--- config.mk ---
export PLATFORM = sky130hd
export DESIGN_NAME = clk_set_ctrl
export DESIGN_NICKNAME = d
export VERILOG_FILES = /design/src/rtl/clk_set_pkg.sv /design/src/rtl/btn_debounce.sv /design/src/rtl/clk_set_ctrl.sv
export SDC_FILE = /design/constraint.sdc
export NUM_CORES = 1
export LEC_CHECK = 0
export BUFFER_PORTS_ARGS = -buffer_cell sky130_fd_sc_hd__buf_2
export CORE_MARGIN = 1
export CORE_UTILIZATION = 65
export DETAILED_ROUTE_END_ITERATION = 10
export HOLD_SLACK_MARGIN = 0.08
export MAX_ROUTING_LAYER = met4
export PLACE_DENSITY_LB_ADDON = 0.15
export SYNTH_ARGS = -nofsm -noshare
export SYNTH_HDL_FRONTEND = slang
export SYNTH_SLANG_ARGS = --single-unit
--- constraint.sdc ---
create_clock -name clk -period 3.2 [get_ports clk]
set_input_delay 0.32 -clock clk [delete_from_list [all_inputs] [get_ports clk]]
set_output_delay 0.32 -clock clk [all_outputs]
set_load 0.02 [all_outputs]
--- src/rtl/clk_set_pkg.sv ---
// clk_set_pkg: shared definitions for the real-clock time-set controller.
//   - FSM state encodings (RUN / SET_HH / SET_MM / COMMIT), matching state_o
//   - hh:mm field widths and wrap limits
//   - seven-segment blank masks for the field being edited
//   - wrap-around increment helpers for the edit registers
package clk_set_pkg;

   typedef enum logic [1:0] {
      RUN    = 2'd0,
      SET_HH = 2'd1,
      SET_MM = 2'd2,
      COMMIT = 2'd3
   } state_t;

   localparam int HH_W = 5;
   localparam int MM_W = 6;

   localparam logic [HH_W-1:0] MAX_HH = 5'd23;
   localparam logic [MM_W-1:0] MAX_MM = 6'd59;

   localparam logic [3:0] BLINK_HH_MASK = 4'b1100;
   localparam logic [3:0] BLINK_MM_MASK = 4'b0011;

   // Hours step 0..23 and wrap back to 0.
   function automatic logic [HH_W-1:0] next_hh(input logic [HH_W-1:0] v);
      return (v == MAX_HH) ? '0 : v + HH_W'(1);
   endfunction

   // Minutes step 0..59 and wrap back to 0.
   function automatic logic [MM_W-1:0] next_mm(input logic [MM_W-1:0] v);
      return (v == MAX_MM) ? '0 : v + MM_W'(1);
   endfunction

endpackage

--- src/rtl/btn_debounce.sv ---
// btn_debounce: turns one raw, asynchronous, active-high push button into a
// clean debounced level and a single-cycle press pulse.
//   clk    in  system clock
//   reset  in  asynchronous active-low reset
//   btn    in  raw button level (asynchronous to clk)
//   level  out debounced button level
//   press  out one-cycle pulse on the debounced 0->1 edge
// A raw edge reaches the press pulse 2 + DEBOUNCE_CYC cycles later: two
// synchronizer flops, then DEBOUNCE_CYC equal samples before acceptance.
module btn_debounce #(
   parameter int DEBOUNCE_CYC = 1_000_000
) (
   input  logic clk,
   input  logic reset,
   input  logic btn,
   output logic level,
   output logic press
);

   localparam int CNT_W = (DEBOUNCE_CYC > 1) ? $clog2(DEBOUNCE_CYC) : 1;
   localparam logic [CNT_W-1:0] CNT_LAST = CNT_W'(DEBOUNCE_CYC - 1);

   logic             sync_p0;
   logic             sync_p1;
   logic [CNT_W-1:0] stable_cnt;

   always_ff @(posedge clk or negedge reset) begin
      if (!reset) begin
         sync_p0    <= 1'b0;
         sync_p1    <= 1'b0;
         stable_cnt <= '0;
         level      <= 1'b0;
         press      <= 1'b0;
      end else begin
         // stage p0/p1: metastability synchronizer
         sync_p0 <= btn;
         sync_p1 <= sync_p0;
         // stability stage: count consecutive samples that differ from level
         press <= 1'b0;
         if (sync_p1 == level) begin
            stable_cnt <= '0;
         end else if (stable_cnt == CNT_LAST) begin
            stable_cnt <= '0;
            level      <= sync_p1;
            press      <= sync_p1;
         end else begin
            stable_cnt <= stable_cnt + CNT_W'(1);
         end
      end
   end

endmodule

--- src/rtl/clk_set_ctrl.sv ---
// clk_set_ctrl: time-set controller for the Basys real-clock design.
// Two raw buttons drive an hh:mm edit sequence RUN -> SET_HH -> SET_MM ->
// COMMIT -> RUN; the edited time is handed to the counters with a one-cycle
// load strobe. The field being edited blinks at 2 Hz, and an edit with no
// press for TIMEOUT_S seconds is abandoned without a load.
//   clk         in  system clock
//   reset       in  asynchronous active-low reset (discards any edit)
//   mode        in  raw mode button
//   inc         in  raw increment button
//   cur_hh      in  current hours 0..23
//   cur_mm      in  current minutes 0..59
//   load        out one-cycle commit strobe
//   load_hh     out committed hours (held after load)
//   load_mm     out committed minutes (held after load)
//   set_active  out high in SET_HH/SET_MM
//   blink_mask  out per-digit blank request, [3:2] hours, [1:0] minutes
//   state_o     out FSM state for debug LEDs
// Build option: define CLK_SET_AUTOREPEAT_EN to enable inc auto-repeat every
// REPEAT_CYC cycles while inc is held in a SET state.
module clk_set_ctrl
   import clk_set_pkg::*;
#(
   parameter int CLK_HZ       = 100_000_000,
   parameter int DEBOUNCE_CYC = 1_000_000,
   parameter int TIMEOUT_S    = 10
`ifdef CLK_SET_AUTOREPEAT_EN
   ,
   parameter int REPEAT_CYC   = 25_000_000
`endif
) (
   input  logic            clk,
   input  logic            reset,
   input  logic            mode,
   input  logic            inc,
   input  logic [HH_W-1:0] cur_hh,
   input  logic [MM_W-1:0] cur_mm,
   output logic            load,
   output logic [HH_W-1:0] load_hh,
   output logic [MM_W-1:0] load_mm,
   output logic            set_active,
   output logic [3:0]      blink_mask,
   output logic [1:0]      state_o
);

   localparam int BLINK_CYC = (CLK_HZ / 4 > 0) ? CLK_HZ / 4 : 1;
   localparam int BLINK_W   = (BLINK_CYC > 1) ? $clog2(BLINK_CYC) : 1;
   localparam logic [BLINK_W-1:0] BLINK_LAST = BLINK_W'(BLINK_CYC - 1);

   state_t state_q;
   state_t state_nxt;

   logic mode_level;
   logic mode_press;
   logic inc_level;
   logic inc_press;
   logic any_press;
   logic inc_evt;
   logic in_set;
   logic to_hit;
   logic lvl_unused;

   logic [HH_W-1:0]    edit_hh;
   logic [MM_W-1:0]    edit_mm;
   logic [BLINK_W-1:0] blink_cnt;
   logic               blink_phase;

   btn_debounce #(.DEBOUNCE_CYC(DEBOUNCE_CYC)) u_mode_db (
      .clk   (clk),
      .reset (reset),
      .btn   (mode),
      .level (mode_level),
      .press (mode_press)
   );

   btn_debounce #(.DEBOUNCE_CYC(DEBOUNCE_CYC)) u_inc_db (
      .clk   (clk),
      .reset (reset),
      .btn   (inc),
      .level (inc_level),
      .press (inc_press)
   );

   assign any_press = mode_press | inc_press;
   assign in_set    = (state_q == SET_HH) || (state_q == SET_MM);

   // Inactivity timeout; a press in the same cycle always cancels it.
   generate
      if (TIMEOUT_S > 0) begin : g_timeout
         localparam int TO_LIMIT = TIMEOUT_S * CLK_HZ;
         localparam int TO_W     = (TO_LIMIT > 1) ? $clog2(TO_LIMIT) : 1;
         localparam logic [TO_W-1:0] TO_LAST = TO_W'(TO_LIMIT - 1);
         logic [TO_W-1:0] to_cnt;

         assign to_hit = in_set && !any_press && (to_cnt == TO_LAST);

         always_ff @(posedge clk or negedge reset) begin
            if (!reset) begin
               to_cnt <= '0;
            end else if (!in_set || any_press || to_hit) begin
               to_cnt <= '0;
            end else begin
               to_cnt <= to_cnt + TO_W'(1);
            end
         end
      end else begin : g_no_timeout
         assign to_hit = 1'b0;
      end
   endgenerate

`ifdef CLK_SET_AUTOREPEAT_EN
   localparam int REP_CYC = (REPEAT_CYC > 0) ? REPEAT_CYC : 1;
   localparam int REP_W   = (REP_CYC > 1) ? $clog2(REP_CYC) : 1;
   localparam logic [REP_W-1:0] REP_LAST = REP_W'(REP_CYC - 1);

   logic [REP_W-1:0] rep_cnt;
   logic             rep_hit;

   // The initial press restarts the interval, so repeats land REPEAT_CYC,
   // 2*REPEAT_CYC, ... cycles after the press pulse.
   assign rep_hit = in_set && inc_level && (rep_cnt == REP_LAST);

   always_ff @(posedge clk or negedge reset) begin
      if (!reset) begin
         rep_cnt <= '0;
      end else if (!in_set || !inc_level || inc_press ||
                   (state_nxt != state_q) || rep_hit) begin
         rep_cnt <= '0;
      end else begin
         rep_cnt <= rep_cnt + REP_W'(1);
      end
   end

   assign inc_evt    = inc_press | rep_hit;
   assign lvl_unused = mode_level;
`else
   assign inc_evt    = inc_press;
   assign lvl_unused = mode_level ^ inc_level;
`endif

   // State register
   always_ff @(posedge clk or negedge reset) begin
      if (!reset) begin
         state_q <= RUN;
      end else begin
         state_q <= state_nxt;
      end
   end

   // Next-state logic; mode has priority over inc and over the timeout.
   always_comb begin
      state_nxt = state_q;
      unique case (state_q)
         RUN:     if (mode_press) state_nxt = SET_HH;
         SET_HH:  if (mode_press) state_nxt = SET_MM;
                  else if (to_hit) state_nxt = RUN;
         SET_MM:  if (mode_press) state_nxt = COMMIT;
                  else if (to_hit) state_nxt = RUN;
         COMMIT:  state_nxt = RUN;
         default: state_nxt = RUN;
      endcase
   end

   // Outputs
   always_comb begin
      load       = 1'b0;
      set_active = 1'b0;
      blink_mask = '0;
      state_o    = state_q;
      unique case (state_q)
         SET_HH: begin
            set_active = 1'b1;
            if (blink_phase) blink_mask = BLINK_HH_MASK;
         end
         SET_MM: begin
            set_active = 1'b1;
            if (blink_phase) blink_mask = BLINK_MM_MASK;
         end
         COMMIT:  load = 1'b1;
         default: ;
      endcase
   end

   // Edit registers and committed copies; inc is dropped when mode fires.
   always_ff @(posedge clk or negedge reset) begin
      if (!reset) begin
         edit_hh <= '0;
         edit_mm <= '0;
         load_hh <= '0;
         load_mm <= '0;
      end else begin
         unique case (state_q)
            RUN: begin
               if (mode_press) begin
                  edit_hh <= cur_hh;
                  edit_mm <= cur_mm;
               end
            end
            SET_HH: begin
               if (!mode_press && inc_evt) edit_hh <= next_hh(edit_hh);
            end
            SET_MM: begin
               if (mode_press) begin
                  load_hh <= edit_hh;
                  load_mm <= edit_mm;
               end else if (inc_evt) begin
                  edit_mm <= next_mm(edit_mm);
               end
            end
            default: ;
         endcase
      end
   end

   // Blink timebase; every press (including the one entering a SET state)
   // restarts it visible so the user sees the new value immediately.
   always_ff @(posedge clk or negedge reset) begin
      if (!reset) begin
         blink_cnt   <= '0;
         blink_phase <= 1'b0;
      end else if (!in_set || any_press) begin
         blink_cnt   <= '0;
         blink_phase <= 1'b0;
      end else if (blink_cnt == BLINK_LAST) begin
         blink_cnt   <= '0;
         blink_phase <= ~blink_phase;
      end else begin
         blink_cnt <= blink_cnt + BLINK_W'(1);
      end
   end

endmodule
==> flow_metrics.tcl, run 1 <==
set metrics [dict create \
    outcome "complete, no violations" \
    drc_errors 0 \
    synth_ff_type "dfrtp_1" \
    grt_usage_pct 28.6 \
    cp.arrival_ns 2.74 \
    boundaryPins 34 \
    detail-route-antenna-nets 0 \
    start_kind "flop" \
    p_per_area_mw_per_mm2 520 \
    cts_tree "yes" \
    crit_path_top_delay_cell "nand2b_1" \
    grt_max_degree 52 \
    crit_chain "nor4b_1 -> nand3_1 -> nor4_1 -> nand2b_1 -> nor2_1" \
    cts-hold-fix-buffers 5 \
    worstPathRequired_ns 3.56 \
    cts_sinks 128 \
    area_growth_pct 15.2 \
    ys_top_cells_by_area "dfrtp_1 51%, xor2_1 7.8%, nor2_1 6.4%" \
    numPortBuffers 33 \
    dieHeight_um 101 \
    fillers 610 \
    synth_top_area_share_pct 50.7 \
    antenna_cells 0 \
    clkTransAtPathRegs_ns 0.06 \
    highest_layer "met4" \
    slew_headroom_pct 39.6 \
    period_needed_ns 2.38 \
    path_class "reg -> reg" \
    wl_per_cell_um 15.5 \
    finalSetupTns_ns 0 \
    cts_resized 0 \
    coreArea_mm2 0.00933 \
    fin_area_mm2 0.00727 \
    dpl_cell_area_mm2 0.00658 \
    row_count 35 \
    dp_hpwl_mm 8.17 \
    endpoint_kind "flop" \
    peakVddDrop_mv 0.460 \
    overflow 0 \
    final_nets 702 \
    syn-cell-area_mm2 0.00631 \
    die_x_um 101 \
    setup_violations 0 \
    cp_max_fo 25 \
    wl_met3_um 570 \
    grt_pass1_vias 4814 \
    yosysTopAreaCell "dfrtp_1" \
    fin_skew_ns 0.00956 \
    syn_inst 633 \
    hold_violations 0 \
    drt_wl_total_mm 12.7 \
    leakagePower_nw 3.14 \
    syn_nets 658 \
    rsz0062_at_grt "false" \
    cts.path.max_buffers 2 \
    dr.pass1.iters 5 \
    period_share_pct 74.4 \
    clk_latency_ns 0.52 \
    syn_area_per_cell_um2 9.97 \
    wl_met1_mm 5.57 \
    vias_per_cell 5.89 \
    start_util_pct 67.7 \
    fmax_mhz 420 \
    ys_seq_area_share_pct 50.7 \
    grt_first_pass_wirelength_mm 22.0 \
    drv_cap 0 \
    vias 4822 \
    maxSlewViolCount 0 \
    ys_ff_latch 128 \
    root_buffer "clkbuf_8" \
    gp_congestion 0.886 \
    tightest_slew_ns 0.906 \
    slowest_delay_ns 0.77 \
    postCtsSetupBuffers 0 \
    hp-class "in -> reg" \
    synth_cell_type_count 51 \
    htreeDepth 4 \
    wl_met2_mm 6.40 \
    async_flop_share_pct 100 \
    die_area_mm2 0.0101 \
    numCtsBuffers 17 \
    grt_antenna_before_repair 0 \
    synth_edf_count 0 \
    ys_warn_count 0 \
    drive_gt1_share_pct 13.9 \
    drt_iter0_markers 228 \
]
## logic make-up after synthesis
family / count (synthesis) / share of synthesized area [%]
buffers and inverters: 27 / 2.10
flip-flops: 128 / 50.7
AND/OR/NAND/NOR: 319 / 26.2
adder cells (fa/ha/maj): 10 / 1.98
XOR/XNOR: 82 / 11.4
AO/OA/AOI/OAI: 51 / 4.82
multiplexers: 16 / 2.83
## per-stage QoR
stage	hold slack, ns	power, mW	setup WS [ns]	utilization, %	cells
floorplan	0.0244	1.68	1.29	-	633
global placement	0.332	1.73	1.01	70.6	782
detailed placement	0.336	1.73	0.905	70.6	782
CTS	0.0942	3.81	0.821	78.0	819
global route	0.112	3.89	0.634	78.0	819
finish	0.0919	3.78	0.819	78.0	819
## report_power, final
group	switching [mW]	internal, mW
Combinational	0.0497	0.0240
Clock	0.748	1.33
Sequential	0.00823	1.63
Total	0.806	2.98
## worst max-delay path, delay by kind of cell, from the launching register on
family,cells,cell delay (ns)
flip-flops,1,0.43
AND/OR/NAND/NOR,5,1.79
## layout make-up
cell class	instances	area, um2	area share, %
Multi-Input combinational cell	478	2980	40.9
Tap cell	129	161	2.22
Clock inverter	13	199	2.74
Inverter	12	45.0	0.619
Clock buffer	19	442	6.07
Timing Repair Buffer	40	245	3.37
Sequential cell	128	3200	44.0
## worst paths after layout
kind,start,to,slack (ns),cells after the start
min in group asynchronous,reset,load_hh[1]$_DFFE_PN0P_,0.36,2
max reg2reg,blink_cnt[9]$_DFF_PN0_,blink_cnt[10]$_DFF_PN0_,0.82,5
min,cur_mm[4],edit_mm[4]$_DFFE_PN0P_,0.09,3
max,blink_cnt[9]$_DFF_PN0_,blink_cnt[10]$_DFF_PN0_,0.82,5
min reg2reg,u_inc_db.sync_p0$_DFF_PN0_,u_inc_db.sync_p1$_DFF_PN0_,0.35,0
max in group asynchronous,reset,blink_phase$_DFFE_PN0P_,2.00,3
## flip-flops by register name, indices dropped and copies added (netlist names)
signal and count:
g_timeout.to_cnt 30, blink_cnt 25, u_inc_db.stable_cnt 20, u_mode_db.stable_cnt 20
edit_mm 6, load_mm 6, edit_hh 5, load_hh 5
state_o 2, blink_phase 1, u_inc_db.level 1, u_inc_db.press 1
u_inc_db.sync_p0 1, u_inc_db.sync_p1 1, u_mode_db.level 1, u_mode_db.press 1
u_mode_db.sync_p0 1, u_mode_db.sync_p1 1
## routing by layer
| layer | GRT usage, % | up-vias |
|---|---|---|
| met2 | 47.9 | 143 |
| li1 | - | 2304 |
| met1 | 34.9 | 2352 |
| met5 | - | - |
| met3 | 5.48 | 23 |
| met4 | 10.1 | 0 |
## cell usage in the layout (no fill, tap or decap), types with 17 or more instances in the layout
cell type,synthesis,routed
a21oi_1,17,17
nor2_1,108,108
nand3_1,47,47
nand4_1,28,28
buf_2,4,32
o21ai_0,21,21
xor2_1,56,56
and3_1,21,21
dfrtp_1,128,128
xnor2_1,26,26
nand2_1,41,41
## Yosys cell counts, drive strengths merged, types with 11 or more instances
cell type	number
nor3	17
nand3	47
nand4	28
and3	22
nor4	13
o21ai	22
mux2	15
dfrtp	128
xor2	56
nor2	108
inv	11
xnor2	26
nand2	44
a21oi	17
No activity file was read; power rests on OpenSTA's default activity.
==> run 2, diff against run 1 <==
--- a/config.mk
+++ b/config.mk
@@ -7,7 +7,7 @@
 export LEC_CHECK = 0
 export BUFFER_PORTS_ARGS = -buffer_cell sky130_fd_sc_hd__buf_2
 export CORE_MARGIN = 1
-export CORE_UTILIZATION = 65
+export CORE_UTILIZATION = 61
 export DETAILED_ROUTE_END_ITERATION = 10
 export HOLD_SLACK_MARGIN = 0.08
 export MAX_ROUTING_LAYER = met4
==> constraint.sdc (replaced) <==
create_clock -name clk -period 2.44 [get_ports clk]
set_input_delay 0.244 -clock clk [delete_from_list [all_inputs] [get_ports clk]]
set_output_delay 0.244 -clock clk [all_outputs]
set_load 0.02 [all_outputs]
==> run 2 against run 1 <==
Against the previous run:
- hold slack better by 0.14 ns
- critical path depth is 1 lower
- non-clock buffer count is 16 higher
- final cell count is 2.4% higher
- combinational power is 45% higher
- clock skew is 0.0026 ns lower
- largest cell class unchanged
- final area is 1.5% higher
- sequential power is 31% higher
- die area is 6.4% higher
- via count is 0.68% higher
- utilization is 3.5 points lower
==> flow_metrics.tcl, run 2 (synthesis results as in run 1) <==
set metrics [dict create \
    slew_headroom_pct 45.7 \
    vias 4855 \
    die_x_um 104 \
    p_clk_share_pct 53.0 \
    drc_errors 0 \
    maxSlewViolCount 0 \
    clkTransAtPathRegs_ns 0.06 \
    crit_chain "inv_1 -> ha_1 -> and3_1 -> buf_2" \
    slowest_delay_ns 0.44 \
    dpl_worst_slack_ns 0.352 \
    dr.pass1.iters 5 \
    rsz0062_at_grt "false" \
    row_count 36 \
    dieHeight_um 104 \
    area_growth_pct 16.9 \
    cts_resized 0 \
    cts_sinks 128 \
    numCtsBuffers 17 \
    holdWs_ns 0.234 \
    cp-startpoint "state_o[0]$_DFFE_PN0P_" \
    grt_pass1_vias 4859 \
    path_class "reg -> out" \
    combPwrFrac_pct 2.2 \
    root_buffer "clkbuf_8" \
    layout_common_cells "128 x dfrtp_1, 108 x nor2_1, 56 x xor2_1, 47 x nand3_1, 41 x nand2_1" \
    clk_latency_ns 0.53 \
    fin_skew_ns 0.00693 \
    drv_cap 0 \
    reg2regPathDepth 5 \
    worst_slack_ns 0.331 \
    switching_share_pct 21.0 \
    endpoint_kind "output pin" \
    hp-class "in -> async" \
    tightest_slew_ns 0.808 \
    grt_max_degree 55 \
    die_area_mm2 0.0108 \
    post-route-util_pct 74.5 \
    period_needed_ns 2.11 \
    cts_tree "yes" \
    cp_max_fo 9 \
    finalSetupTns_ns 0 \
    r2r-start "g_timeout.to_cnt[9]$_DFF_PN0_" \
    largestRegisters "g_timeout.to_cnt: 30 flops, blink_cnt: 25 flops" \
    leakagePower_nw 3.18 \
    grt_first_pass_wirelength_mm 22.4 \
    cp.arrival_ns 1.87 \
    period_share_pct 86.4 \
    dpl_cell_area_mm2 0.00664 \
    start_util_pct 63.7 \
    start_kind "flop" \
    hold_violations 0 \
    numPortBuffers 33 \
    power.sequential.fraction_pct 44.8 \
    top_register "g_timeout.to_cnt" \
    drive_gt1_share_pct 14.6 \
    p_per_area_mw_per_mm2 649 \
    r2r_setup_slack_ns 0.35 \
    crit_path_top_delay_cell "dfrtp_1" \
    boundaryPins 34 \
    postCtsSetupBuffers 0 \
    cts.path.max_buffers 2 \
    p_int_mw 3.78 \
    grt_antenna_before_repair 0 \
    setup_violations 0 \
    worstPathRequired_ns 2.20 \
    outcome "complete, no violations" \
    antenna_cells 0 \
    vias_per_cell 5.79 \
    final_nets 718 \
    fmax_mhz 474 \
    grt_usage_pct 26.8 \
    wl_per_cell_um 15.2 \
    largest_reg_flops 30 \
    coreArea_mm2 0.00991 \
    dp_hpwl_mm 8.18 \
    timing.rr.end "g_timeout.to_cnt[25]$_DFF_PN0_" \
    drt_iter0_markers 239 \
    peakVddDrop_mv 0.532 \
    detail-route-antenna-nets 0 \
    final_common_cell "dfrtp_1" \
    overflow 0 \
    p_sw_mw 1.01 \
    htreeDepth 4 \
    gp_congestion 0.876 \
    drt_wl_total_mm 12.8 \
    fin_area_mm2 0.00738 \
]
[run 2: how the worst max path moves through the flow]
stage,end,slack [ns],depth (start not counted)
2_1_floorplan,edit_hh[0]$_DFFE_PN0P_,0.53,5
4_1_cts,g_timeout.to_cnt[25]$_DFF_PN0_,0.34,5
3_3_place_gp,g_timeout.to_cnt[19]$_DFF_PN0_,0.41,5
6_report,blink_mask[1],0.33,4
5_1_grt,g_timeout.to_cnt[17]$_DFF_PN0_,0.18,5
3_5_place_dp,g_timeout.to_cnt[13]$_DFF_PN0_,0.35,5
[run 2: power by group through the flow]
| stage | clock network, mW | registers [mW] | logic, mW |
|---|---|---|---|
| CTS | 2.59 | 2.15 | 0.110 |
| finish | 2.54 | 2.15 | 0.107 |
| detailed placement | 0 | 2.18 | 0.0918 |
| floorplan | 0 | 2.18 | 0.0286 |
| global placement | 0 | 2.18 | 0.0895 |
| global route | 2.69 | 2.15 | 0.123 |
[run 2: final cells by class]
type	instances	area [um2]
Tap cell	133	166
Multi-Input combinational cell	478	2980
Clock buffer	19	442
Timing Repair Buffer	56	388
Clock inverter	13	161
Fill cell	717	2530
Inverter	12	45.0
Sequential cell	128	3200
[run 2: what timing repair did]
item                                    CTS  global route
endpoints found under the hold margin    51             0
hold buffers                             14             0
endpoints found under the setup margin    0             0
[run 2: per-layer routing]
metal | global-route usage, % | wire length, um | up-vias
met5 | - | 0 | -
met4 | 10.0 | 239 | 0
li1 | - | - | 2337
met1 | 33.5 | 5700 | 2352
met2 | 41.8 | 6250 | 138
met3 | 7.49 | 586 | 28
[run 2: per-stage QoR]
stage               total power, mW  instances
finish                         4.79        839
global route                   4.96        839
CTS                            4.84        839
detailed placement             2.27        793
global placement               2.27        793
floorplan                      2.21        633
[run 2: worst max-delay path: cells and delay by family (launching register included)]
family / cells / cell delay [ns]
flip-flops: 1 / 0.44
adder cells (fa/ha/maj): 1 / 0.35
buffers and inverters: 2 / 0.31
AND/OR/NAND/NOR: 1 / 0.24
